==> src/rtl/lane_scheduler_if.sv <==
// Lane scheduler bundle: junction sensors in, lamp drive and jam-counter
// enable out. The scheduler connects through the slave modport; whatever
// drives the sensors (junction model, bench) uses the master modport.
// Optional feature macro: EMERGENCY_OVERRIDE_EN adds emergency_req.
interface lane_scheduler_if #(
    parameter int NUM_LANES = 4
) ();
    localparam int LW = (NUM_LANES > 1) ? $clog2(NUM_LANES) : 1;

    logic [NUM_LANES-1:0] car_waiting;
    logic [NUM_LANES-1:0] lane_jam;
    logic                 check_other_lanes;
`ifdef EMERGENCY_OVERRIDE_EN
    logic [NUM_LANES-1:0] emergency_req;
`endif
    logic [NUM_LANES-1:0] green;
    logic [NUM_LANES-1:0] yellow;
    logic                 jam_counter_en;
    logic [LW-1:0]        cur_lane;

`ifdef EMERGENCY_OVERRIDE_EN
    modport master (
        output car_waiting, lane_jam, check_other_lanes, emergency_req,
        input  green, yellow, jam_counter_en, cur_lane
    );
    modport slave (
        input  car_waiting, lane_jam, check_other_lanes, emergency_req,
        output green, yellow, jam_counter_en, cur_lane
    );
`else
    modport master (
        output car_waiting, lane_jam, check_other_lanes,
        input  green, yellow, jam_counter_en, cur_lane
    );
    modport slave (
        input  car_waiting, lane_jam, check_other_lanes,
        output green, yellow, jam_counter_en, cur_lane
    );
`endif
endinterface

==> src/rtl/lane_scheduler.sv <==
// Round-robin green-light scheduler for an N-lane junction.
// Sequence per grant: GREEN (GREEN_TIME cycles) -> optional JAM_HOLD while
// the granted lane is jammed -> YELLOW (YELLOW_TIME cycles) -> ALL_RED (1
// cycle) -> next grant or IDLE. All lamp outputs are registered.
// Optional feature macro: EMERGENCY_OVERRIDE_EN (emergency pre-emption of
// the round-robin order toward the lowest requesting lane).
module lane_scheduler #(
    parameter int NUM_LANES   = 4,
    parameter int GREEN_TIME  = 10,
    parameter int YELLOW_TIME = 3
) (
    input logic             clk,
    input logic             rst,
    lane_scheduler_if.slave bus
);
    localparam int LW   = (NUM_LANES > 1) ? $clog2(NUM_LANES) : 1;
    localparam int TMAX = (GREEN_TIME > YELLOW_TIME) ? GREEN_TIME : YELLOW_TIME;
    localparam int TW   = $clog2(TMAX + 1);

    localparam logic [TW-1:0] GREEN_LOAD  = TW'(GREEN_TIME - 1);
    localparam logic [TW-1:0] YELLOW_LOAD = TW'(YELLOW_TIME - 1);
    localparam logic [LW-1:0] LAST_LANE   = LW'(NUM_LANES - 1);

    typedef enum logic [2:0] {
        S_IDLE,
        S_GREEN,
        S_JAM_HOLD,
        S_YELLOW,
        S_ALL_RED
`ifdef EMERGENCY_OVERRIDE_EN
        , S_EMERG
`endif
    } state_t;

    state_t               state_q;
    logic [TW-1:0]        timer_q;
    logic [LW-1:0]        cur_lane_q;
    logic [NUM_LANES-1:0] green_q;
    logic [NUM_LANES-1:0] yellow_q;
    logic                 jam_en_q;

    logic                 arb_found;
    logic [LW-1:0]        arb_lane;
    logic                 other_waiting;
    logic                 cur_jammed;

    function automatic logic [NUM_LANES-1:0] lane_onehot(input logic [LW-1:0] l);
        logic [NUM_LANES-1:0] v;
        v    = '0;
        v[l] = 1'b1;
        return v;
    endfunction

    // Round-robin search starting just after the current lane, current lane last
    always_comb begin
        int idx;
        arb_found = 1'b0;
        arb_lane  = cur_lane_q;
        idx       = 0;
        for (int i = 1; i <= NUM_LANES; i++) begin
            idx = (int'(cur_lane_q) + i) % NUM_LANES;
            if (!arb_found && bus.car_waiting[idx[LW-1:0]]) begin
                arb_found = 1'b1;
                arb_lane  = idx[LW-1:0];
            end
        end
    end

    // Decision inputs about the lane currently holding green
    always_comb begin
        other_waiting = |(bus.car_waiting & ~lane_onehot(cur_lane_q));
        cur_jammed    = bus.lane_jam[cur_lane_q];
    end

`ifdef EMERGENCY_OVERRIDE_EN
    logic          emg_act;
    logic [LW-1:0] emg_lane;

    // Lowest-index emergency request wins
    always_comb begin
        emg_act  = 1'b0;
        emg_lane = '0;
        for (int i = NUM_LANES - 1; i >= 0; i--) begin
            if (bus.emergency_req[i]) begin
                emg_act  = 1'b1;
                emg_lane = LW'(i);
            end
        end
    end
`endif

    // Junction FSM with registered lamp, enable and lane outputs
    always_ff @(posedge clk) begin
        if (rst) begin
            state_q    <= S_IDLE;
            timer_q    <= '0;
            cur_lane_q <= LAST_LANE;
            green_q    <= '0;
            yellow_q   <= '0;
            jam_en_q   <= 1'b0;
        end else begin
            case (state_q)
                S_IDLE: begin
`ifdef EMERGENCY_OVERRIDE_EN
                    if (emg_act) begin
                        state_q    <= S_EMERG;
                        cur_lane_q <= emg_lane;
                        green_q    <= lane_onehot(emg_lane);
                    end else
`endif
                    if (arb_found) begin
                        state_q    <= S_GREEN;
                        cur_lane_q <= arb_lane;
                        green_q    <= lane_onehot(arb_lane);
                        timer_q    <= GREEN_LOAD;
                    end
                end

                S_GREEN: begin
`ifdef EMERGENCY_OVERRIDE_EN
                    if (emg_act) begin
                        if (emg_lane == cur_lane_q) begin
                            state_q <= S_EMERG;
                        end else begin
                            state_q  <= S_YELLOW;
                            yellow_q <= green_q;
                            green_q  <= '0;
                            timer_q  <= YELLOW_LOAD;
                        end
                    end else
`endif
                    if (timer_q == '0) begin
                        if (cur_jammed) begin
                            state_q  <= S_JAM_HOLD;
                            jam_en_q <= 1'b1;
                        end else begin
                            state_q  <= S_YELLOW;
                            yellow_q <= green_q;
                            green_q  <= '0;
                            timer_q  <= YELLOW_LOAD;
                        end
                    end else begin
                        timer_q <= timer_q - TW'(1);
                    end
                end

                S_JAM_HOLD: begin
`ifdef EMERGENCY_OVERRIDE_EN
                    if (emg_act) begin
                        jam_en_q <= 1'b0;
                        if (emg_lane == cur_lane_q) begin
                            state_q <= S_EMERG;
                        end else begin
                            state_q  <= S_YELLOW;
                            yellow_q <= green_q;
                            green_q  <= '0;
                            timer_q  <= YELLOW_LOAD;
                        end
                    end else
`endif
                    // A cleared jam and a pulse with another lane waiting both
                    // end the hold; either alone suffices, together is one exit.
                    if (!cur_jammed || (bus.check_other_lanes && other_waiting)) begin
                        state_q  <= S_YELLOW;
                        jam_en_q <= 1'b0;
                        yellow_q <= green_q;
                        green_q  <= '0;
                        timer_q  <= YELLOW_LOAD;
                    end
                end

                S_YELLOW: begin
                    if (timer_q == '0) begin
                        state_q  <= S_ALL_RED;
                        yellow_q <= '0;
                    end else begin
                        timer_q <= timer_q - TW'(1);
                    end
                end

                S_ALL_RED: begin
`ifdef EMERGENCY_OVERRIDE_EN
                    if (emg_act) begin
                        state_q    <= S_EMERG;
                        cur_lane_q <= emg_lane;
                        green_q    <= lane_onehot(emg_lane);
                    end else
`endif
                    if (arb_found) begin
                        state_q    <= S_GREEN;
                        cur_lane_q <= arb_lane;
                        green_q    <= lane_onehot(arb_lane);
                        timer_q    <= GREEN_LOAD;
                    end else begin
                        state_q <= S_IDLE;
                    end
                end

`ifdef EMERGENCY_OVERRIDE_EN
                // Green held on the emergency lane; timer is not running here
                S_EMERG: begin
                    if (!emg_act) begin
                        state_q <= S_GREEN;
                        timer_q <= GREEN_LOAD;
                    end else if (emg_lane != cur_lane_q) begin
                        state_q  <= S_YELLOW;
                        yellow_q <= green_q;
                        green_q  <= '0;
                        timer_q  <= YELLOW_LOAD;
                    end
                end
`endif

                default: begin
                    state_q  <= S_IDLE;
                    green_q  <= '0;
                    yellow_q <= '0;
                    jam_en_q <= 1'b0;
                end
            endcase
        end
    end

    assign bus.green          = green_q;
    assign bus.yellow         = yellow_q;
    assign bus.jam_counter_en = jam_en_q;
    assign bus.cur_lane       = cur_lane_q;

endmodule

==> src/flat_wrapper.sv <==
// flat-port wrapper written by rule: the top's interface ports become plain ports
module lane_scheduler_flat 
#(
    parameter int NUM_LANES   = 4,
    parameter int GREEN_TIME  = 10,
    parameter int YELLOW_TIME = 3
)
  (clk, rst, bus_car_waiting, bus_lane_jam, bus_check_other_lanes, bus_green, bus_yellow, bus_jam_counter_en, bus_cur_lane);
  lane_scheduler_if #(.NUM_LANES(NUM_LANES)) bus_i ();
  input logic clk;
  input logic rst;
  input wire logic [$bits(bus_i.car_waiting)-1:0] bus_car_waiting;
  input wire logic [$bits(bus_i.lane_jam)-1:0] bus_lane_jam;
  input wire logic [$bits(bus_i.check_other_lanes)-1:0] bus_check_other_lanes;
  output wire logic [$bits(bus_i.green)-1:0] bus_green;
  output wire logic [$bits(bus_i.yellow)-1:0] bus_yellow;
  output wire logic [$bits(bus_i.jam_counter_en)-1:0] bus_jam_counter_en;
  output wire logic [$bits(bus_i.cur_lane)-1:0] bus_cur_lane;
  assign bus_i.car_waiting = bus_car_waiting;
  assign bus_i.lane_jam = bus_lane_jam;
  assign bus_i.check_other_lanes = bus_check_other_lanes;
  assign bus_green = bus_i.green;
  assign bus_yellow = bus_i.yellow;
  assign bus_jam_counter_en = bus_i.jam_counter_en;
  assign bus_cur_lane = bus_i.cur_lane;
  lane_scheduler #(.NUM_LANES(NUM_LANES), .GREEN_TIME(GREEN_TIME), .YELLOW_TIME(YELLOW_TIME)) u_core (.clk(clk), .rst(rst), .bus(bus_i));
endmodule
==> config.mk <==
export PLATFORM = sky130hd
export DESIGN_NAME = lane_scheduler_flat
export DESIGN_NICKNAME = d
export VERILOG_FILES = /design/src/rtl/lane_scheduler_if.sv /design/src/rtl/lane_scheduler.sv /design/src/flat_wrapper.sv
export SDC_FILE = /design/constraint.sdc
export NUM_CORES = 1
export LEC_CHECK = 0
export BUFFER_PORTS_ARGS = -buffer_cell sky130_fd_sc_hd__buf_4
export CORE_MARGIN = 5
export CORE_UTILIZATION = 25
export DETAILED_ROUTE_END_ITERATION = 10
export SYNTH_ARGS = -nofsm -noshare
export SYNTH_HDL_FRONTEND = slang
export SYNTH_SLANG_ARGS = --single-unit
==> constraint.sdc <==
create_clock -name clk -period 2.5 [get_ports clk]
set_input_delay 0.25 -clock clk [delete_from_list [all_inputs] [get_ports clk]]
set_output_delay 0.25 -clock clk [all_outputs]
set_load 0.005 [all_outputs]
* Word-level counts from Yosys, hierarchy flattened *
Index checks and enable logic that the tools add are counted.

word-level totals
  register bits after elaboration = 18
  input bits = 11
  output and inout bits = 11
  logic and storage cells = 109

cells by class
  add/sub/neg operators = 5
  $lt $le $gt $ge = 8
  equal/unequal tests = 13
  mux-type cells = 49
  bitwise gates (word level) = 5
  reductions and logical operators = 23

operator list
  cell                                                                                  count
  4-bit 2-to-1 mux                                                                      13
  4-bit one-hot mux with 4 select lines                                                 3
  2-bit by 3-bit less-than comparator with 1-bit output (second input constant)         6
  1-bit 2-to-1 mux                                                                      16
  3-bit one-hot mux with 5 select lines                                                 1
  5-bit AND reduction                                                                   3
  3-bit 2-to-1 mux                                                                      4
  2-bit by 1-bit != test with 1-bit output (second input constant)                      6
  1-bit binary-select mux with 2-bit select                                             5
  2-bit 2-to-1 mux                                                                      4
  4-bit AND reduction                                                                   2
  3-bit by 2-bit == test with 1-bit output (second input constant)                      2
  1-bit logical AND                                                                     6
  2-bit by 1-bit adder with 2-bit output (second input constant)                        2
  2-bit adder (second input constant)                                                   2
  4-bit AND                                                                             1
  1-bit demux with 2-bit select                                                         2
  2-bit by 1-bit greater-or-equal comparator with 1-bit output (second input constant)  2
  1-bit zero test                                                                       4
  4-bit zero test                                                                       1
  2-bit != test (second input constant)                                                 2
  4-bit inverter                                                                        1
  4-bit nonzero test                                                                    1
  4-bit OR reduction                                                                    1
  11 further kinds                                                                      13

* Logic depth before layout (Yosys ltp) *
  depth in word-level cells = 19
  mapped depth = 9
  depth with buffers taken out = 7

* Least setup slack after synthesis *
Ideal clock, no wire load.

  path type = reg2reg
  start point = register u_core.cur_lane_q[0], in the netlist u_core.bus.cur_lane[0]
  end point = register u_core.green_q[0], in the netlist u_core.bus.green[0]
  library setup time = 0.117 ns
  arrival time = 2.524 ns
  required time = 2.383 ns
  path slack = -0.142 ns
  stages on the path, launching flop included = 10
  path buffers = 2
  period minus slack after synthesis = 2.642 ns
  path through = dfxtp_1 -> buf_2 -> buf_2 -> inv_1 -> ha_1 -> mux2i_1 -> a32oi_1 -> o32ai_1 -> a221oi_4 -> a32o_2

on the way
  longest elaborated chain between the ends = 19
  elaborated cells on any way between the ends = 50
  classes of those cells = 4 x add/sub; 4 x order compare; 3 x eq/ne; 24 x mux; 2 x bitwise; 13 x reduce/logical

ends and longest elaborated chain
  item                                                                                                                                                         RTL line                                      text
  start, declared                                                                                                                                              lane_scheduler.sv:37                          logic [LW-1:0] cur_lane_q;
  start signal, assigned                                                                                                                                       lane_scheduler.sv:113                         cur_lane_q <= arb_lane;
  start signal, assigned                                                                                                                                       lane_scheduler.sv:191                         cur_lane_q <= arb_lane;
  2-bit by 1-bit adder with 2-bit output                                                                                                                       lane_scheduler.sv:61                          idx = (int'(cur_lane_q) + i) % NUM_LANES;
  1-bit binary-select mux with 2-bit select                                                                                                                    lane_scheduler.sv:62                          if (!arb_found && bus.car_waiting[idx[LW-1:0]]) begin
  1-bit 2-to-1 mux (implied by the code)                                                                                                                       lane_scheduler.sv:62
  1-bit 2-to-1 mux                                                                                                                                             lane_scheduler.sv:62
  1-bit zero test                                                                                                                                              lane_scheduler.sv:62
  1-bit logical AND                                                                                                                                            lane_scheduler.sv:62
  1-bit 2-to-1 mux                                                                                                                                             lane_scheduler.sv:62
  1-bit zero test                                                                                                                                              lane_scheduler.sv:62
  [3 not listed]                                                                                                                                               n/a
  1-bit logical AND                                                                                                                                            lane_scheduler.sv:62
  2-bit 2-to-1 mux                                                                                                                                             lane_scheduler.sv:62
  2-bit by 3-bit less-than comparator with 1-bit output (implied by the code) or 2-bit by 1-bit greater-or-equal comparator with 1-bit output (tied branches)  lane_scheduler.sv:50                          v[l] = 1'b1;
  1-bit logical AND (implied by the code)                                                                                                                      lane_scheduler.sv:50
  1-bit 2-to-1 mux (implied by the code)                                                                                                                       lane_scheduler.sv:50
  1-bit demux with 2-bit select                                                                                                                                n/a
  4-bit 2-to-1 mux                                                                                                                                             lane_scheduler.sv:111, lane_scheduler.sv:189
  4-bit one-hot mux with 4 select lines                                                                                                                        lane_scheduler.sv:102                         case (state_q)
  end signal, assigned                                                                                                                                         lane_scheduler.sv:114                         green_q <= lane_onehot(arb_lane);
  end signal, assigned                                                                                                                                         lane_scheduler.sv:192                         green_q <= lane_onehot(arb_lane);
  end, declared                                                                                                                                                lane_scheduler.sv:38                          logic [NUM_LANES-1:0] green_q;

Several ways; a longest one is shown, not always the timed one. The select of a mux whose other input is x is not followed.
A chain may end at the register's enable or synchronous reset.

* Final worst setup path *
  start point = register u_core.cur_lane_q[1], in the netlist u_core.bus.cur_lane[1]
  end point = register u_core.green_q[0], in the netlist u_core.bus.green[0]

Same word-level chain as after synthesis.

==> results.yml <==
logic_synthesis:
  yosysWarnings: 0
  synthesis.area_um2: 1400
  synth_compound_area_share_pct: 24.0
  seq_area_frac_synth_pct: 25.8
  synthCells: 155
  synth_adder_area_share_pct: 5.38
  ys_types: 51
  synth_edf_count: 0
  syn_avg_cell_area_um2: 9.00
  synth_seq_cells: 18
  ys_async_sr_fraction_pct: 0
  synth_nets: 172
  synth-xor-area-share_pct: 1.88
  synthMuxAreaShare_pct: 16.2
  yosys.area_share.simple_pct: 20.7
  synth_flop_cell: "dfxtp_1"
  synth_top_family_by_area: "compound AO/OA/AOI/OAI gates"
power:
  comb_power_share_pct: 62.4
  switchingPower_w: 0.000838
  max-vdd-ir-drop_v: 0.000503
  seq_power_share_pct: 25.3
  netSwitchingFraction_pct: 43.2
  p_clk_share_pct: 12.3
  power.total_w: 0.00194
  p_leak_nw: 0.672
  p_int_w: 0.00110
  power_density_nw_per_um2: 1150
die:
  coreArea_um2: 5470
  num_rows: 27
  fp.dieH_um: 84.7
  start_util_pct: 25.5
  dieArea_um2: 7170
  io_pins: 22
  die_w_um: 84.7
hold_path:
  hp-class: "in2reg"
  hold_depth: 2
  min_from: "rst"
sta:
  fmax_mhz: 462
  slew_headroom_pct: 63.7
  finClkSkew_ps: 6.12
  tns_ps: 0
  setup_violations: 0
  setup_slack_ps: 336
  drv_slew: 0
  fin_crit_sh_pct: 86.5
  rsz0062_at_grt: "false"
  hold_viol_final: 0
  worst_pin_slew_ps: 541
  min_period_ps: 2160
  whs_ps: 297
routing:
  drtIter0Drc: 53
  wl_per_cell_um: 13.4
  num_vias: 1209
  firstDrtPassIters: 4
  ant_nets: 0
  drt-total-wl_um: 3270
  drc: 0
  viasPerCell: 4.93
worst_setup_path:
  endpoint_kind: "register"
  crit_required_ps: 2640
  cp.arrival_ps: 2310
  r2r-start: "u_core.bus.cur_lane[1]$_SDFFE_PP1P_"
  startpoint: "u_core.bus.cur_lane[1]$_SDFFE_PP1P_"
  crit_path_max_incr_delay_ps: 430
  startpoint_type: "register"
  cpMaxStageDelayCell: "ha_2"
  worst-setup-path-type: "reg2reg"
  reg2reg_depth: 7
  cp_max_fo: 5
  path_cells: "inv_1, ha_2, mux2i_1, a32oi_1, o32ai_2, a221oi_4, a32o_2"
  critPathBufInv: 1
  r2r_slack_ps: 340
  cp.depth: 7
  path_delay_family: "compound AO/OA/AOI/OAI gates"
clocking:
  postCtsSetupBuffers: 0
  cts_tree: "built"
  cts_buffers: 3
  cts_buffer_depth: 2
  cts_hold_buffers: 0
  cts_root_buffer: "clkbuf_8"
  post_cts_resized: 0
  clk_pin_slew_ps: 70
  cts_num_sinks: 18
  insertion_delay_ps: 250
  h-tree-depth: 1
final_layout:
  fin_nets: 191
  diodes: 0
  seq_area_um2: 360
  final_layout_size_suffix_gt1_share_pct: 24.3
  fill_cells: 605
  multi_input_area_um2: 966
  final_common_cell: "buf_4"
  area_delta_synth_final_pct: 20.8
  final_cell_mix: "24 x buf_4, 18 x dfxtp_1, 15 x a21oi_1"
placed_design:
  globalplace.congestion: 0.819
  io_buffers: 21
  place_ws_ps: 359
  hpwl_um: 2460
run:
  cap_viol_max_count: 0
grt:
  grt-ovfl-total: 0
  grt_pass1_vias: 1149
  antenna_found_initial: 0
  grtUsageTotal_pct: 9.13
  grt_max_degree: 19
  grt_pass1_wl_um: 5510
run_status:
  status: "finished clean"
## logic make-up after synthesis
| kind of cell | after synthesis |
|---|---|
| multiplexers | 16 |
| AND/OR/NAND/NOR | 53 |
| flip-flops | 18 |
| buffers and inverters | 19 |
| XOR/XNOR | 3 |
| adder cells (fa/ha/maj) | 6 |
| AO/OA/AOI/OAI | 40 |
## area by class of cell
cell class              count  share of cell area (%)
clock buffers               4                    3.27
inverters                   9                    2.00
multi-input cells         118                    57.3
flip-flops and latches     18                    21.4
well taps                  72                    5.35
repair buffers             24                    10.7
## state kept, by name (all words and copies together), names as in the netlist
register	count
u_core.bus.cur_lane	2
u_core.bus.yellow	4
u_core.bus.green	4
u_core.bus.jam_counter_en	1
u_core.timer_q	4
u_core.state_q	3
## layer usage
| metal | GRT usage, % | vias to the layer above | share of wire [%] |
|---|---|---|---|
| met1 | 12.7 | 568 | 49 |
| li1 | - | 614 | - |
| met5 | 0 | - | 0 |
| met2 | 14.0 | 23 | 45 |
| met3 | 2.16 | 4 | 4.9 |
| met4 | 2.73 | 0 | 0.58 |
## per-stage QoR
| stage | util [%] | area (um2) | cells |
|---|---|---|---|
| 2_1_floorplan | - | 1410 | 155 |
| 3_3_place_gp | 29.8 | 1630 | 241 |
| 3_5_place_dp | 29.8 | 1630 | 241 |
| 4_1_cts | 30.8 | 1690 | 245 |
| 5_1_grt | 30.8 | 1690 | 245 |
| 6_report | 30.8 | 1690 | 245 |
## power by group through the flow
stage	logic (W)	clock network, W	registers [W]
finish	0.00121	0.000238	0.000490
global route	0.00133	0.000262	0.000506
CTS	0.00122	0.000255	0.000489
detailed placement	0.00121	0	0.000495
global placement	0.00121	0	0.000495
floorplan	0.000972	0	0.000451
## synth_stat cells (2+ instances only)
library cell	number	share of area, %
ha_1	6	5.4
o31ai_1	3	1.6
xnor2_1	2	1.3
nor3_1	9	3.2
o2bb2ai_1	2	1.3
clkbuf_1	5	1.3
nor2_1	8	2.2
nand2_1	11	3.0
dfxtp_1	18	26
inv_1	9	2.4
buf_2	3	1.1
or4b_1	2	1.4
nand2b_1	6	2.7
mux2_2	4	3.2
mux4_1	3	5.7
or3_1	2	0.90
mux2i_1	8	5.7
nor2b_1	6	2.7
a21oi_1	15	5.4
o21ai_0	2	0.72
## path summary, 6_finish.rpt
check / endpoint
worst max-delay path: u_core.bus.green[0]$_SDFFE_PP0P_
worst min-delay path: u_core.timer_q[2]$_SDFFE_PP0P_
worst max register to register: u_core.bus.green[0]$_SDFFE_PP0P_
worst min register to register: u_core.bus.yellow[2]$_SDFFE_PP0P_
No activity file was read; power rests on OpenSTA's default activity.
